==> src/rtl/seq_alu_if.sv <==
// -----------------------------------------------------------------------------
// seq_alu_if: request/result bus between the operand registers (master side)
// and the seq_alu execution unit (slave side).
//
// Signals
//   in_valid / in_ready      request handshake
//   a, b                     operands (D bits)
//   n_flag, n_shamt          shift direction (1 = logical right) and amount
//   cmd                      00 ADD, 01 NAND, 10 SHFT, 11 MUL
//   out_valid / out_ready    result handshake
//   x, hi                    result / low and high product halves
//   carry, zero, err         result flags
// -----------------------------------------------------------------------------
interface seq_alu_if #(
    parameter int D = 8
) ();
    localparam int SW = $clog2(D);

    logic          in_valid;
    logic          in_ready;
    logic [D-1:0]  a;
    logic [D-1:0]  b;
    logic          n_flag;
    logic [SW-1:0] n_shamt;
    logic [1:0]    cmd;
    logic          out_valid;
    logic          out_ready;
    logic [D-1:0]  x;
    logic [D-1:0]  hi;
    logic          carry;
    logic          zero;
    logic          err;

    modport master (
        output in_valid, a, b, n_flag, n_shamt, cmd, out_ready,
        input  in_ready, out_valid, x, hi, carry, zero, err
    );

    modport slave (
        input  in_valid, a, b, n_flag, n_shamt, cmd, out_ready,
        output in_ready, out_valid, x, hi, carry, zero, err
    );
endinterface

==> src/rtl/seq_alu.sv <==
// -----------------------------------------------------------------------------
// seq_alu: multi-cycle ALU behind a valid/ready handshake.
//   ADD, NAND and SHFT complete in one cycle; MUL is an iterative shift-add
//   multiply that finishes D cycles after acceptance (result visible in the
//   D+1-th cycle). The result is held in DONE until writeback takes it, and a
//   new request may be accepted on the same edge the old result leaves.
//
// Configuration macro: SEQ_ALU_MUL_EN
//   defined   -> multiplier (MUL state, counter, 2D-bit accumulator) present
//   undefined -> cmd=MUL is illegal: x=0, hi=0, zero=1, err=1, latency 1
//
// Ports
//   clk   clock, rising edge
//   rst   asynchronous active-high reset (clears all state and outputs)
//   bus   seq_alu_if slave modport (request and result handshakes)
// -----------------------------------------------------------------------------
module seq_alu #(
    parameter int D = 8
) (
    input  logic    clk,
    input  logic    rst,
    seq_alu_if.slave bus
);
    localparam int SW = $clog2(D);

    localparam logic [1:0] S_IDLE = 2'd0;
`ifdef SEQ_ALU_MUL_EN
    localparam logic [1:0] S_MUL  = 2'd1;
`endif
    localparam logic [1:0] S_DONE = 2'd2;

    localparam logic [1:0] CMD_ADD  = 2'b00;
    localparam logic [1:0] CMD_NAND = 2'b01;
    localparam logic [1:0] CMD_SHFT = 2'b10;
    localparam logic [1:0] CMD_MUL  = 2'b11;

    logic [1:0]   state_q, state_d;
    logic [D-1:0] x_q, x_d;
    logic [D-1:0] hi_q, hi_d;
    logic         carry_q, carry_d;
    logic         zero_q, zero_d;
    logic         err_q, err_d;

`ifdef SEQ_ALU_MUL_EN
    logic [2*D-1:0] acc_q, acc_d;
    logic [2*D-1:0] mcand_q, mcand_d;
    logic [D-1:0]   mplier_q, mplier_d;
    logic [SW:0]    cnt_q, cnt_d;
    logic [2*D-1:0] acc_step;
`endif

    logic         accept;
    logic [D:0]   sum;
    logic [D-1:0] op_x;
    logic         op_carry;
    logic         op_err;

    // in_ready is gated by rst so it reads 0 for the whole reset pulse
    assign bus.in_ready  = !rst && ((state_q == S_IDLE) ||
                                    ((state_q == S_DONE) && bus.out_ready));
    assign bus.out_valid = (state_q == S_DONE);
    assign bus.x         = x_q;
    assign bus.hi        = hi_q;
    assign bus.carry     = carry_q;
    assign bus.zero      = zero_q;
    assign bus.err       = err_q;

    assign accept = bus.in_valid && bus.in_ready;
    assign sum    = {1'b0, bus.a} + {1'b0, bus.b};

    // Single-cycle result; the MUL encoding lands in the illegal-command case,
    // which is what a build without the multiplier presents.
    always_comb begin
        op_x     = '0;
        op_carry = 1'b0;
        op_err   = 1'b0;
        case (bus.cmd)
            CMD_ADD: begin
                op_x     = sum[D-1:0];
                op_carry = sum[D];
            end
            CMD_NAND: op_x = ~(bus.a & bus.b);
            CMD_SHFT: op_x = bus.n_flag ? (bus.a >> bus.n_shamt) : (bus.a << bus.n_shamt);
            default:  op_err = 1'b1;
        endcase
    end

`ifdef SEQ_ALU_MUL_EN
    assign acc_step = acc_q + (mplier_q[0] ? mcand_q : '0);
`endif

    always_comb begin
        state_d = state_q;
        x_d     = x_q;
        hi_d    = hi_q;
        carry_d = carry_q;
        zero_d  = zero_q;
        err_d   = err_q;
`ifdef SEQ_ALU_MUL_EN
        acc_d    = acc_q;
        mcand_d  = mcand_q;
        mplier_d = mplier_q;
        cnt_d    = cnt_q;
`endif
        if (accept) begin
`ifdef SEQ_ALU_MUL_EN
            if (bus.cmd == CMD_MUL) begin
                // Previous result registers are left alone; out_valid is low
                // in MUL so nothing partial is ever presented.
                acc_d    = '0;
                mcand_d  = {{D{1'b0}}, bus.a};
                mplier_d = bus.b;
                cnt_d    = (SW+1)'(D);
                state_d  = S_MUL;
            end else
`endif
            begin
                x_d     = op_x;
                hi_d    = '0;
                carry_d = op_carry;
                zero_d  = (op_x == '0);
                err_d   = op_err;
                state_d = S_DONE;
            end
        end else if ((state_q == S_DONE) && bus.out_ready) begin
            state_d = S_IDLE;
        end
`ifdef SEQ_ALU_MUL_EN
        if (state_q == S_MUL) begin
            acc_d    = acc_step;
            mcand_d  = mcand_q << 1;
            mplier_d = mplier_q >> 1;
            cnt_d    = cnt_q - 1'b1;
            // Last step: publish the full product straight from the adder
            if (cnt_q == (SW+1)'(1)) begin
                x_d     = acc_step[D-1:0];
                hi_d    = acc_step[2*D-1:D];
                carry_d = 1'b0;
                zero_d  = (acc_step == '0);
                err_d   = 1'b0;
                state_d = S_DONE;
            end
        end
`endif
    end

    always_ff @(posedge clk or posedge rst) begin
        if (rst) begin
            state_q  <= S_IDLE;
            x_q      <= '0;
            hi_q     <= '0;
            carry_q  <= 1'b0;
            zero_q   <= 1'b0;
            err_q    <= 1'b0;
`ifdef SEQ_ALU_MUL_EN
            acc_q    <= '0;
            mcand_q  <= '0;
            mplier_q <= '0;
            cnt_q    <= '0;
`endif
        end else begin
            state_q  <= state_d;
            x_q      <= x_d;
            hi_q     <= hi_d;
            carry_q  <= carry_d;
            zero_q   <= zero_d;
            err_q    <= err_d;
`ifdef SEQ_ALU_MUL_EN
            acc_q    <= acc_d;
            mcand_q  <= mcand_d;
            mplier_q <= mplier_d;
            cnt_q    <= cnt_d;
`endif
        end
    end
endmodule

==> src/flat_wrapper.sv <==
// flat-port wrapper written by rule: the top's interface ports become plain ports
module seq_alu_flat 
#(
    parameter int D = 8
)
  (clk, rst, bus_in_valid, bus_a, bus_b, bus_n_flag, bus_n_shamt, bus_cmd, bus_out_ready, bus_in_ready, bus_out_valid, bus_x, bus_hi, bus_carry, bus_zero, bus_err);
  seq_alu_if #(.D(D)) bus_i ();
  input  logic clk;
  input  logic rst;
  input wire logic [$bits(bus_i.in_valid)-1:0] bus_in_valid;
  input wire logic [$bits(bus_i.a)-1:0] bus_a;
  input wire logic [$bits(bus_i.b)-1:0] bus_b;
  input wire logic [$bits(bus_i.n_flag)-1:0] bus_n_flag;
  input wire logic [$bits(bus_i.n_shamt)-1:0] bus_n_shamt;
  input wire logic [$bits(bus_i.cmd)-1:0] bus_cmd;
  input wire logic [$bits(bus_i.out_ready)-1:0] bus_out_ready;
  output wire logic [$bits(bus_i.in_ready)-1:0] bus_in_ready;
  output wire logic [$bits(bus_i.out_valid)-1:0] bus_out_valid;
  output wire logic [$bits(bus_i.x)-1:0] bus_x;
  output wire logic [$bits(bus_i.hi)-1:0] bus_hi;
  output wire logic [$bits(bus_i.carry)-1:0] bus_carry;
  output wire logic [$bits(bus_i.zero)-1:0] bus_zero;
  output wire logic [$bits(bus_i.err)-1:0] bus_err;
  assign bus_i.in_valid = bus_in_valid;
  assign bus_i.a = bus_a;
  assign bus_i.b = bus_b;
  assign bus_i.n_flag = bus_n_flag;
  assign bus_i.n_shamt = bus_n_shamt;
  assign bus_i.cmd = bus_cmd;
  assign bus_i.out_ready = bus_out_ready;
  assign bus_in_ready = bus_i.in_ready;
  assign bus_out_valid = bus_i.out_valid;
  assign bus_x = bus_i.x;
  assign bus_hi = bus_i.hi;
  assign bus_carry = bus_i.carry;
  assign bus_zero = bus_i.zero;
  assign bus_err = bus_i.err;
  seq_alu #(.D(D)) u_core (.clk(clk), .rst(rst), .bus(bus_i));
endmodule
==> config.mk <==
export PLATFORM = sky130hd
export DESIGN_NAME = seq_alu_flat
export DESIGN_NICKNAME = d
export VERILOG_FILES = /design/src/rtl/seq_alu_if.sv /design/src/rtl/seq_alu.sv /design/src/flat_wrapper.sv
export SDC_FILE = /design/constraint.sdc
export NUM_CORES = 1
export LEC_CHECK = 0
export BUFFER_PORTS_ARGS = -buffer_cell sky130_fd_sc_hd__buf_4
export CAP_MARGIN = 15
export CORE_ASPECT_RATIO = 0.9
export CORE_MARGIN = 2
export CORE_UTILIZATION = 56
export DETAILED_ROUTE_END_ITERATION = 7
export GPL_ROUTABILITY_DRIVEN = 1
export PLACE_DENSITY = 0.91
export SYNTH_ARGS = -nofsm -noshare
export SYNTH_HDL_FRONTEND = slang
export SYNTH_SLANG_ARGS = --single-unit
export TNS_END_PERCENT = 1
==> constraint.sdc <==
create_clock -name clk -period 2.5 [get_ports clk]
set_input_delay 0.25 -clock clk [delete_from_list [all_inputs] [get_ports clk]]
set_output_delay 0.25 -clock clk [all_outputs]
set_load 0.01 [all_outputs]
Word level (Yosys, flattened, before mapping)
Cells that the tools add are included.

word-level totals
  flip-flop bits (word level) = 13
  latch bits = 0
  memory bits (writable) = 0
  ROM bits = 0
  bits of input ports = 26
  output and inout bits = 21
  word-level logic and storage cells = 29
  memories kept = 0

cells by class
  $add $sub $neg = 1
  $mul = 0
  div/mod/pow operators = 0
  $lt $le $gt $ge = 0
  eq/ne operators = 3
  shifts and indexed selects = 2
  muxes and demuxes = 6
  bitwise operators = 2
  reductions and logical operators = 10

operators with widths
  cell                                                  number
  case mux 8 bit (3 select lines)                       1
  adder 8 x 8 -> 9 bit                                  1
  AND 8 bit                                             1
  zero test 8 bit                                       1
  2-to-1 mux 8 bit                                      1
  NOT 8 bit                                             1
  << shifter 8 x 3 -> 8 bit                             1
  right shift 8 x 3 -> 8 bit                            1
  equality test 2 bit (second input constant)           2
  zero test 2 bit                                       2
  2-to-1 mux 2 bit                                      2
  logical AND 1 bit                                     3
  OR reduction 3 bit                                    1
  equality test 2 x 1 -> 1 bit (second input constant)  1
  2-to-1 mux 1 bit                                      2
  nonzero test 2 bit                                    1
  zero test 1 bit                                       1
  logical OR 1 bit                                      1

Depth between registers and ports, before layout
Gate-level depths: netlist of the first run.

  depth in word-level cells = 6
  gate-level depth with buffers = 10
  gate-level depth less buffers = 9

Worst setup path after synthesis of the first run
Ideal clock, no wire load.

  path kind = in2reg
  start = input port bus_b[0]
  end = register u_core.zero_q (netlist: u_core.bus.zero)
  library setup time = 92 ps
  arrival time = 1,959 ps
  required time = 2,408 ps
  setup slack = 449 ps
  cell stages on the path = 9
  buffers on the path = 0
  cells stage by stage = ha_1 > fa_1 > a21oi_1 > o21ai_1 > a21oi_1 > xnor2_1 > a211oi_1 > nand4b_1 > o31ai_2

between the ends
  longest elaborated chain between the ends = 4
  elaborated cells on any way between the ends = 5
  those cells by class = add/sub (1); mux (1); bitwise (2); reduce/logical (1)

RTL lines
  what                                                          line                RTL
  from (decl)                                                   flat_wrapper.sv:12  input wire logic [$bits(bus_i.b)-1:0] bus_b;
  branches (longest 2 deep; another with adder 8 x 8 -> 9 bit)  n/a
  case mux 8 bit (3 select lines) *                             seq_alu.sv:77       case (bus.cmd)
  zero test 8 bit *                                             seq_alu.sv:121      zero_d = (op_x == '0);
  to (signal assigned)                                          seq_alu.sv:166      zero_q <= zero_d;
  to (decl)                                                     seq_alu.sv:41       logic zero_q, zero_d;

Every way passes the cells marked *.
A chain may end at the register's enable or synchronous reset.

Final worst setup path of the first run
  start = input port bus_a[0]
  end = register u_core.zero_q (netlist: u_core.bus.zero)

between the ends
  longest elaborated chain between the ends = 4
  elaborated cells on any way between the ends = 8
  those cells by class = add/sub (1); shift (2); mux (2); bitwise (2); reduce/logical (1)

RTL lines
  what                                                          line                RTL
  from (decl)                                                   flat_wrapper.sv:11  input wire logic [$bits(bus_i.a)-1:0] bus_a;
  branches (longest 2 deep; another with adder 8 x 8 -> 9 bit)  n/a
  case mux 8 bit (3 select lines) *                             seq_alu.sv:77
  zero test 8 bit *                                             seq_alu.sv:121

Marks and branches as above.

==> flow_results.org, run 1 <==
** Route
- Remaining antenna violation count after routing :: 0
- Met1 WL :: 1.72 mm
- First-pass iteration count of the detailed router :: 5
- After detailed routing, the total wire length is 3.90 mm.
- Detailed routing placed a total of 1.79 mm of wire on met2.
- # DRC :: 0
- After detailed routing, the average wire length per cell comes to 13.7 µm.
- The routed layout has 1,621 vias.
- After detailed routing, the met3 layer carries 324 µm of wire.
- Signal routing reaches up to met4.
- After detailed routing, the number of vias per cell comes to 5.71.
- The detailed router finished its first iteration with 68 violations.

** STA
- The worst path uses 86.7% of the clock period.
- Worst Skew :: 0.00252 ns
- Final-report setup violation count :: 0
- The smallest clock period supported by the final layout is computed as 2.17 ns.
- Unrepaired setup endpoints after global routing :: false
- Peak Freq :: 461 MHz
- Worst slack on hold paths :: 0.172 ns
- The total count of max-transition violations in the final report was 0.
- Worst rel slew slack :: 67.5%
- Transition time of the tightest slew-check pin :: 0.475 ns
- Number of failing hold endpoints at the final stage :: 0
- After routing, the total negative slack on setup checks comes to 0 ns.

** Power and ir drop
- The worst-case IR drop observed on VDD is 0.180 mV.
- Leakage dissipation :: 0.000858 µW
- Power per standard cell area :: 406 mW/mm²

** CTS
- Maximum buffer depth of the clock tree :: 2
- Post-cts sizing count :: 0
- TritonCTS built the clock tree.
- Library cell used as clock root buffer :: sky130_fd_sc_hd__clkbuf_4
- After clock tree synthesis, the clock-pin slew on the worst setup and hold paths is 0.07 ns.
- TritonCTS Buffers :: 3
- In this run the number of H-tree levels came out at 1.
- CTS sink count :: 12
- Clock latency on the worst-skew pair :: 0.27 ns

** Critical path
- Reg2Reg Capture Point :: u_core.bus.zero
- R2R depth :: 6
- Arrival time of the worst setup path :: 2.36 ns
- The worst setup path is captured at a register.
- Sort of element at the start of the critical path :: input pin
- Walking the worst path, the cells encountered are buf_4 > ha_1 > fa_1 > a21oi_1 > o21ai_1 > a21oi_1 > xnor2_1 > a211oi_1 > nand4b_1 > o31ai_2.
- Worst Setup SP :: bus_a[0]
- In this run the register-to-register setup slack is 0.94 ns.
- Max FO, Critical Path :: 5
- STA puts the critical path data required time at 2.69 ns.
- R2r startpoint :: u_core.state_q[1]
- On the worst path, the slowest cell contributes a delay of 0.40 ns.
- Worst path most repeated cell :: sky130_fd_sc_hd__a21oi_1
- Startpoint-to-endpoint class of the critical path :: input pin to register
- Standard cell with the maximum stage delay on the critical path :: sky130_fd_sc_hd__fa_1

** Placement
- During placement, the flow inserted port buffers numbering 38.
- Final Wtd Congestion :: 0.972
- Dpl hpwl :: 3.10 mm

** Worst hold path
- The worst hold path was traced through 2 stages.
- Classification of the worst-slack hold path :: input pin to register
- Worst hold endpoint :: u_core.state_q[1]
- Launch instance of the worst min-delay path :: bus_out_ready

** Global route
- The number of antenna violations at the first check in global routing was 0.
- First-pass GRT wire length :: 6.22 mm
- After global routing the overflow that remains totals 0.
- Global Route Usage Sum :: 25.2%
- Via count of the first global-routing pass :: 1,407
- Entering global routing, the biggest net connects 26 pins.

** Synth
- Syn Area/Cell :: 7.50 µm²
- Ranked by total cell area, the synthesized netlist is headed by sky130_fd_sc_hd__dfrtp_1 (19%), sky130_fd_sc_hd__nand2_1 (6.6%), sky130_fd_sc_hd__a21oi_1 (6.3%).
- For this run, asynchronously set or reset flops after synthesis account for 100%.
- Of the post-synthesis cell area, the dominant cell type holds 18.8%.
- Post-synthesis register bit count :: 12
- The netlist uses 50 different library cells.
- Number of synthesized flops with an enable pin :: 0
- The largest total area in the synthesized netlist belongs to sky130_fd_sc_hd__dfrtp_1.
- Synth Cell Area :: 0.00160 mm²
- The share of the Yosys chip area taken by registers is 18.8%.
- The commonest cells after synthesis are sky130_fd_sc_hd__nand2_1 (28), sky130_fd_sc_hd__a21oi_1 (20), sky130_fd_sc_hd__nor2_1 (17).
- Mapped Cells :: 213
- Count of synthesis-stage warnings from yosys :: 0
- For this run, the leading register cell type out of synthesis is sky130_fd_sc_hd__dfrtp_1.
- Most used standard cell by instance count after synthesis :: sky130_fd_sc_hd__nand2_1

** Die
- Measured along the x axis, the die boundary spans 60.3 µm.
- The die is 54.7 µm tall.
- After floorplanning, the core was sized to cover 0.00273 mm².
- IO Pins :: 47
- For this configuration, the core starts out at a cell density of 58.6%.
- The floorplan has 18 rows.
- Die Outline Area :: 0.00329 mm²

** Finish
- Diodes inserted :: 0
- Fraction of layout instances using a drive strength above 1 :: 22.5%
- In the final design database the tool counted 280 nets.
- Compared with the post-synthesis result, the final layout area differs by 18.3%.

** Outcome
- The flow ran to the end, and the final reports show no timing, DRC or antenna violations.

** Flow run
- Max-cap violations in this run came to 0.
## sequential cells by signal (all words and copies together), names as in the netlist
| name | count |
|---|---|
| u_core.bus.x | 8 |
| u_core.bus.carry | 1 |
| u_core.bus.err | 1 |
| u_core.bus.zero | 1 |
| u_core.state_q | 1 |
## what timing repair did
action,CTS,global route
hold buffers,1,0
setup buffers,0,0
hold endpoints to repair,12,0
## where the power goes
group          internal, µW  switching, µW
Combinational           172            200
Sequential              226           17.7
Clock                  88.6           63.2
## cell usage in the layout, fill, tap and decap left out, drive strengths merged, types with 5 or more instances in the layout
| cell type | synthesis | layout |
|---|---|---|
| buf | 16 | 40 |
| nand2 | 28 | 28 |
| o21ai | 26 | 26 |
| a21oi | 20 | 20 |
| nor2 | 17 | 17 |
| dfrtp | 12 | 12 |
| inv | 11 | 11 |
| ha | 8 | 8 |
| conb | 1 | 8 |
| nand2b | 7 | 7 |
| mux2i | 7 | 7 |
| a211oi | 6 | 6 |
| mux2 | 5 | 5 |
## how the worst max path moves through the flow
stage | end | cells past startpoint | slack [ns]
6_report | u_core.bus.zero | 10 | 0.33
5_1_grt | u_core.bus.zero | 10 | 0.17
4_1_cts | u_core.bus.zero | 10 | 0.37
3_5_place_dp | u_core.bus.zero | 10 | 0.08
3_3_place_gp | u_core.bus.zero | 10 | 0.22
2_1_floorplan | u_core.bus.zero | 9 | 0.45
## routing by layer
layer	up-vias	global-route usage, %
met5	-	0
met4	0	8.89
met3	9	3.31
met2	78	42.4
met1	713	33.3
li1	821	-
## cell type report
| type | count | area (µm²) |
|---|---|---|
| multi-input cells | 176 | 1150 |
| inverters | 11 | 41.3 |
| repair buffers | 41 | 310 |
| flip-flops and latches | 12 | 300 |
| fillers | 223 | 836 |
| clock buffers | 4 | 36.3 |
| well taps | 40 | 50.0 |
## worst max-delay path, delay by kind of cell
kind            cells  cell delay, ns
compound gates      5            1.09
simple gates        1            0.18
xor+xnor            1            0.09
fa+ha+maj           2            0.61
buf+inv             1            0.13
## metrics by stage
step | util [%] | setup slack [ns] | std cells | total power [µW] | area, µm²
2_1_floorplan | - | 0.449 | 220 | 488 | 1620
3_3_place_gp | 67.6 | 0.222 | 279 | 604 | 1840
3_5_place_dp | 67.6 | 0.0806 | 279 | 615 | 1840
4_1_cts | 69.3 | 0.368 | 284 | 769 | 1890
5_1_grt | 69.3 | 0.168 | 284 | 821 | 1890
6_report | 69.3 | 0.332 | 284 | 768 | 1890
## logic make-up (layout without fill, tap and decap cells)
| family | count (synthesis) | count (layout) | synth area share (%) |
|---|---|---|---|
| AOI/OAI and AO/OA | 73 | 73 | 28.6 |
| DFF | 12 | 12 | 18.8 |
| xor gates and xnor gates | 5 | 5 | 2.74 |
| muxes | 15 | 15 | 12.4 |
| other | 1 | 8 | 0.235 |
| buffers and inverters | 32 | 56 | 10.7 |
| and+or+nand+nor | 66 | 66 | 19.0 |
| adders and majority gates | 9 | 9 | 7.52 |
No activity file was read; power rests on OpenSTA's default activity.
==> run 2, diff against run 1 <==
Settings changed: CORE_UTILIZATION 56 to 50, PLACE_DENSITY 0.91 to 0.83.
==> flow_results.org, run 2 (same netlist as run 1, synthesis figures left out) <==
** Outcome
- The flow ran to the end, and the final reports show no timing, DRC or antenna violations.

** Global route
- For this run the aggregate overflow at the end of global routing stands at 0.
- Global routing used 21.4% of the available tracks.
- Maximum number of pins on one net before global-route repair :: 26
- The via count of the first global-routing pass came to 1,370.
- The number of antenna violations at the first check in global routing was 0.
- The first global-routing pass estimated 6.31 mm of wire.

** Finish
- Cells fill 62.2% of the core in the end.
- In the final layout, the share of cells above drive strength 1 is 22.5%.
- The library cells used most frequently in the layout, excluding fill and tap cells, are sky130_fd_sc_hd__buf_4 (40), sky130_fd_sc_hd__nand2_1 (28), sky130_fd_sc_hd__a21oi_1 (20).
- Final-stage net count :: 280
- Leaving out fill and tap cells, the most frequent cell in the layout is sky130_fd_sc_hd__buf_4.
- Diodes inserted :: 0
- After routing the design area is 0.00189 mm².
- Filler cell count in the final layout :: 288
- The register with the most flip-flops in the layout has 8 of them.
- Layout-stage area growth over the synthesis result :: 18.5%

** Die
- Starting density of the core :: 52.5%
- The core region is 0.00304 mm².
- From bottom edge to top edge, the die measures 57.6 µm.
- Site row count :: 19
- Die Outline Area :: 0.00366 mm²
- IO Pins :: 47
- The die is 63.6 µm wide.

** CTS
- CTS built an H-tree with a depth of 1.
- Number of hold-repair buffers added at the cts stage :: 1
- Maximum buffer depth of the clock tree :: 2
- Setup Buffers After CTS :: 0
- Clock tree synthesis found a total of 12 sinks.
- Library cell used as clock root buffer :: sky130_fd_sc_hd__clkbuf_4
- TritonCTS Buffers :: 3
- After clock tree synthesis, the clock-pin slew on the worst setup and hold paths is 0.07 ns.
- TritonCTS built the clock tree.
- Post-cts sizing count :: 0
- For the worst-skew pair, the clock arrives at the later sink with an insertion delay of 0.27 ns.

** Placement
- Before CTS, the worst setup slack after placement is 0.140 ns.
- The congestion estimate from routability-driven global placement came to 0.925.
- Port Buffer Count :: 38
- Summed over all nets, the half-perimeter wirelength after detailed placement is 3.05 mm.
- Placed inst area :: 0.00185 mm²

** Power and ir drop
- Max VDD drop :: 0.162 mV
- Leakage dissipation :: 0.000858 µW
- In this run the power density over the cells is 403 mW/mm².

** Critical path
- Sort of element at the start of the critical path :: input pin
- Startpoint-to-endpoint class of the critical path :: input pin to register
- Arrival time of the worst setup path :: 2.28 ns
- For the worst setup path, the data required time is 2.68 ns.
- CP Capture Type :: register
- Along the worst path, the maximum fanout reaches 5.

** STA
- Final-report setup violation count :: 0
- Clock skew on the completed layout was measured at 0.00361 ns.
- Adding up every negative setup slack in the final design gives 0 ns.
- Final period demand of the worst path :: 2.10 ns
- Final Cycle Share :: 84.1%
- Once routing completed, OpenROAD measured the worst setup slack at 0.397 ns.
- The total count of max-transition violations in the final report is 0.
- Setup repair after global routing left no endpoint under its margin.
- The hold violation total from the final report is 0.
- Peak Freq :: 476 MHz

** Route
- Routed wire per std cell :: 13.1 µm
- Via count normalized by instance count :: 5.54
- # DRC :: 0
- The first routing iteration left 99 violations.
- Detailed Route WL :: 3.76 mm
- Via count of the routed design :: 1,585
- For this run, the detailed router's first-pass iteration total came to 5.
- Remaining antenna violation count after routing :: 0

** Flow run
- Max-capacitance violation count :: 0

** Worst hold path
- Classification of the worst-slack hold path :: input pin to register
[run 2: cell counts in the layout (fill, tap and decap cells not counted)]
Identical to the previous run, type by type.
[run 2: layout make-up]
cell class,count,area [µm²],area share (%)
well taps,42,52.6,2.78
repair buffers,41,310,16.4
clock buffers,4,36.3,1.92
multi-input cells,176,1150,60.8
inverters,11,41.3,2.18
flip-flops and latches,12,300,15.9
[run 2: final timing paths]
| check | from | to | slack (ns) | depth (start not counted) |
|---|---|---|---|---|
| max | bus_a[0] | u_core.bus.zero | 0.40 | 10 |
| min | bus_out_ready | u_core.state_q[1] | 0.17 | 2 |
| max reg2reg | u_core.state_q[1] | u_core.bus.zero | 1.07 | 6 |
| min reg2reg | u_core.bus.x[0] | u_core.bus.x[0] | 0.48 | 2 |
| max in group asynchronous | rst | u_core.bus.x[4] | 1.83 | 4 |
| min in group asynchronous | rst | u_core.state_q[1] | 0.52 | 4 |
[run 2: per-stage QoR]
stage,hold WS (ns),total power (µW),instances
2_1_floorplan,0.123,488,220
3_3_place_gp,0.251,606,281
3_5_place_dp,0.254,614,281
4_1_cts,0.165,767,286
5_1_grt,0.171,821,286
6_report,0.169,762,286
[run 2: routing by layer]
layer | share of wire (%) | vias to the layer above | track usage (%)
li1 | - | 821 | -
met5 | 0 | - | 0
met2 | 46 | 70 | 32.8
met1 | 45 | 692 | 32.0
met4 | 0.21 | 0 | 5.90
met3 | 8.4 | 2 | 2.56
[run 2: where the power goes]
part / internal (µW) / switching (µW) / leakage [µW] / total, µW
combinational: 172 / 195 / 0.000683 / 367
sequential: 226 / 17.5 / 0.000155 / 244
clock: 88.5 / 62.2 / 0.0000210 / 151
[run 2: critical path: stages]
cell                       delay [ns]
sky130_fd_sc_hd__buf_4           0.13
sky130_fd_sc_hd__ha_1            0.21
sky130_fd_sc_hd__fa_1            0.40
sky130_fd_sc_hd__a21oi_1         0.20
sky130_fd_sc_hd__o21ai_1         0.10
sky130_fd_sc_hd__a21oi_1         0.22
sky130_fd_sc_hd__xnor2_1         0.08
sky130_fd_sc_hd__a211oi_1        0.32
sky130_fd_sc_hd__nand4b_1        0.17
sky130_fd_sc_hd__o31ai_2         0.20
==> run 3, diff against run 2 <==
Settings changed: CORE_UTILIZATION 50 to 47, PLACE_DENSITY 0.83 to 0.82.
Clock period 2.5 ns to 1.9 ns, I/O delays scaled along.
==> flow_results.org, run 3 (same netlist as run 1, synthesis figures left out) <==
** Outcome
- The run finished with clean final reports.

** Flow run
- Max-capacitance violation count :: 0

** Route
- The first detailed-routing pass took 4 iterations.
- Initial detailed-routing violation count :: 121
- Using the TritonRoute via totals, the vias-per-cell ratio works out to 5.51.
- The detail route stage leaves a number of antenna-violating nets equal to 0.
- Dividing the detail-routed wire length by the instance count gives 14.1 µm.
- Summed over all layers, the routed wires come to 4.34 mm.
- # DRC :: 0
- The detailed router placed 1,692 vias in this run.

** Finish
- Final-stage net count :: 300
- Filler cell count in the final layout :: 315
- Fraction of layout instances using a drive strength above 1 :: 31.6%
- Area of all placed cells without fillers :: 0.00211 mm²
- Largest register FFs :: 8
- The library cell used most frequently in the layout, excluding fill and tap cells, is sky130_fd_sc_hd__buf_4.
- Diodes inserted :: 0
- Layout-stage area growth over the synthesis result :: 32.1%
- In the layout the commonest cells are sky130_fd_sc_hd__buf_4 (58), sky130_fd_sc_hd__nand2_1 (28), sky130_fd_sc_hd__nor2_1 (17), sky130_fd_sc_hd__a21oi_1 (17), sky130_fd_sc_hd__o21ai_0 (14).
- Final cell count without fillers :: 307

** Die
- The core region is 0.00330 mm².
- The floorplan step defined a die boundary enclosing 0.00388 mm².
- Once the floorplan was initialized, standard cells occupied 48.3% of the core.
- For this design the top-level I/O count stands at 47.
- DIE HEIGHT :: 59.3 µm
- From left edge to right edge, the die measures 65.4 µm.
- The initialized floorplan defines 20 standard-cell rows.

** Power and ir drop
- For this design the ratio of total power to cell area is 524 mW/mm².
- The design draws 1100 µW.
- Summed over all cells, the static leakage comes to 0.000964 µW.
- Max VDD drop :: 0.229 mV

** Critical path
- The signal on the critical path passes through buf_8 > ha_4 > fa_2 > a21oi_2 > o21ai_2 > a21oi_2 > xnor2_1 > a211oi_2 > nand4b_1 > o31ai_2.
- STA classifies the critical path startpoint as an input pin.
- Startpoint-to-endpoint class of the critical path :: input pin to register
- Standard cell with the maximum stage delay on the critical path :: sky130_fd_sc_hd__fa_2
- For this run, the slowest stage of the critical path takes 0.37 ns.
- Arrival time of the worst setup path :: 1.98 ns
- Data on the critical path is required at its endpoint by 2.04 ns.
- In this run the worst path has a maximum fanout of 3.
- The worst setup path is captured at a register.
- Worst path most repeated cell :: sky130_fd_sc_hd__a21oi_2
- The number of buffers and inverters on the critical path is 1.
- Broken down by cell family, the worst path's largest delay share belongs to compound AO/OA/AOI/OAI gates.

** STA
- Peak Freq :: 544 MHz
- Setup violations remaining at the end of the flow were counted as 0.
- Total Negative Setup Slacks :: 0 ns
- Transition time of the tightest slew-check pin :: 0.515 ns
- The total count of max-transition violations in the final report came to 0.
- In this run the tightest slew margin relative to its limit is 65.2%.
- The final critical path takes up 96.8% of the cycle.
- Counting I/O delays and the setup requirement, the final critical path takes 1.84 ns.
- Number of failing hold endpoints at the final stage :: 0
- The clock arrives with 0.00251 ns of skew.
- Unrepaired setup endpoints after global routing :: true

** Global route
- Via count of the first global-routing pass :: 1,502
- Number of antenna violations at the first check in global routing :: 0
- Maximum number of pins on one net before global-route repair :: 24
- First-pass GRT wire length :: 6.93 mm
- Across every metal layer, demand over resource in global routing totals 22.6%.
- Summed over all layers, the global routing overflow is 0.

** Placement
- Final Wtd Congestion :: 0.969
- After detailed placement, the total cell area comes to 0.00200 mm².
- During placement, the flow inserted port buffers numbering 38.
- Number of placed instances, taps included :: 302
- Dpl hpwl :: 3.45 mm

** CTS
- Library cell used as clock root buffer :: sky130_fd_sc_hd__clkbuf_8
- CTS tree :: done
- The later pin in the worst-skew pair is clocked with a latency of 0.23 ns.
- Maximum buffer depth of the clock tree :: 2
- TritonCTS created 3 clock buffers.
- In this run the number of H-tree levels came out at 1.
- Clock slew at reported path FFs :: 0.05 ns
- The clock net in this run drives a total of 12 sinks.

** Worst hold path
- Classification of the worst-slack hold path :: input pin to register
==> run 3: final cells by class <==
cell class	count	area, µm²	area share, %
multi-input cells	176	1200	56.9
inverters	11	41.3	1.96
well taps	44	55.1	2.61
flip-flops and latches	12	300	14.2
repair buffers	61	472	22.4
clock buffers	3	41.3	1.96
==> run 3: path summary, 6_finish.rpt <==
check                                       start                 to  slack [ns]  depth (start not counted)
worst max-delay path                     bus_a[0]    u_core.bus.zero        0.06                         10
worst min-delay path                bus_out_ready  u_core.state_q[1]        0.16                          2
worst max register to register  u_core.state_q[1]    u_core.bus.zero        0.47                          6
worst min register to register    u_core.bus.x[4]    u_core.bus.x[4]        0.49                          2
max in group asynchronous                     rst    u_core.bus.x[4]        1.21                          4
min in group asynchronous                     rst  u_core.state_q[1]        0.53                          4
==> run 3: timing repair <==
action	in CTS	in global routing
hold endpoints to repair	12	0
gates resized for setup	0	11
setup buffers	0	1
hold buffers	1	0
endpoints found under the setup margin	0	2
==> run 3: worst register-to-register path, cell delays in order, from the launching register on <==
cell                        delay, ns
sky130_fd_sc_hd__dfrtp_1         0.37
sky130_fd_sc_hd__inv_1           0.07
sky130_fd_sc_hd__o21a_1          0.14
sky130_fd_sc_hd__nand2_1         0.10
sky130_fd_sc_hd__a2111oi_2       0.29
sky130_fd_sc_hd__nand4b_1        0.15
sky130_fd_sc_hd__o31ai_2         0.22
==> run 3: metrics by stage <==
step	utilization, %	hold WS, ns	worst slack (ns)
floorplan	-	0.0630	0.0577
global route	63.8	0.180	-0.0593
finish	63.8	0.160	0.0614
global placement	60.6	0.218	-0.168
detailed placement	60.6	0.226	-0.204
CTS	62.1	0.164	0.0395
==> run 3: power by group <==
group / total [µW] / switching, µW / leakage, µW / internal [µW]
logic: 563 / 285 / 0.000787 / 278
clock network: 217 / 78.6 / 0.0000216 / 138
registers: 325 / 25.6 / 0.000155 / 299
total: 1100 / 389 / 0.000964 / 715
==> run 3: metal layers <==
metal	vias up	part of all wire [%]	GRT usage, %
met2	60	49	39.1
met1	768	45	30.9
li1	862	-	-
met5	-	0	0
met3	2	6.3	2.85
met4	0	0.18	3.57
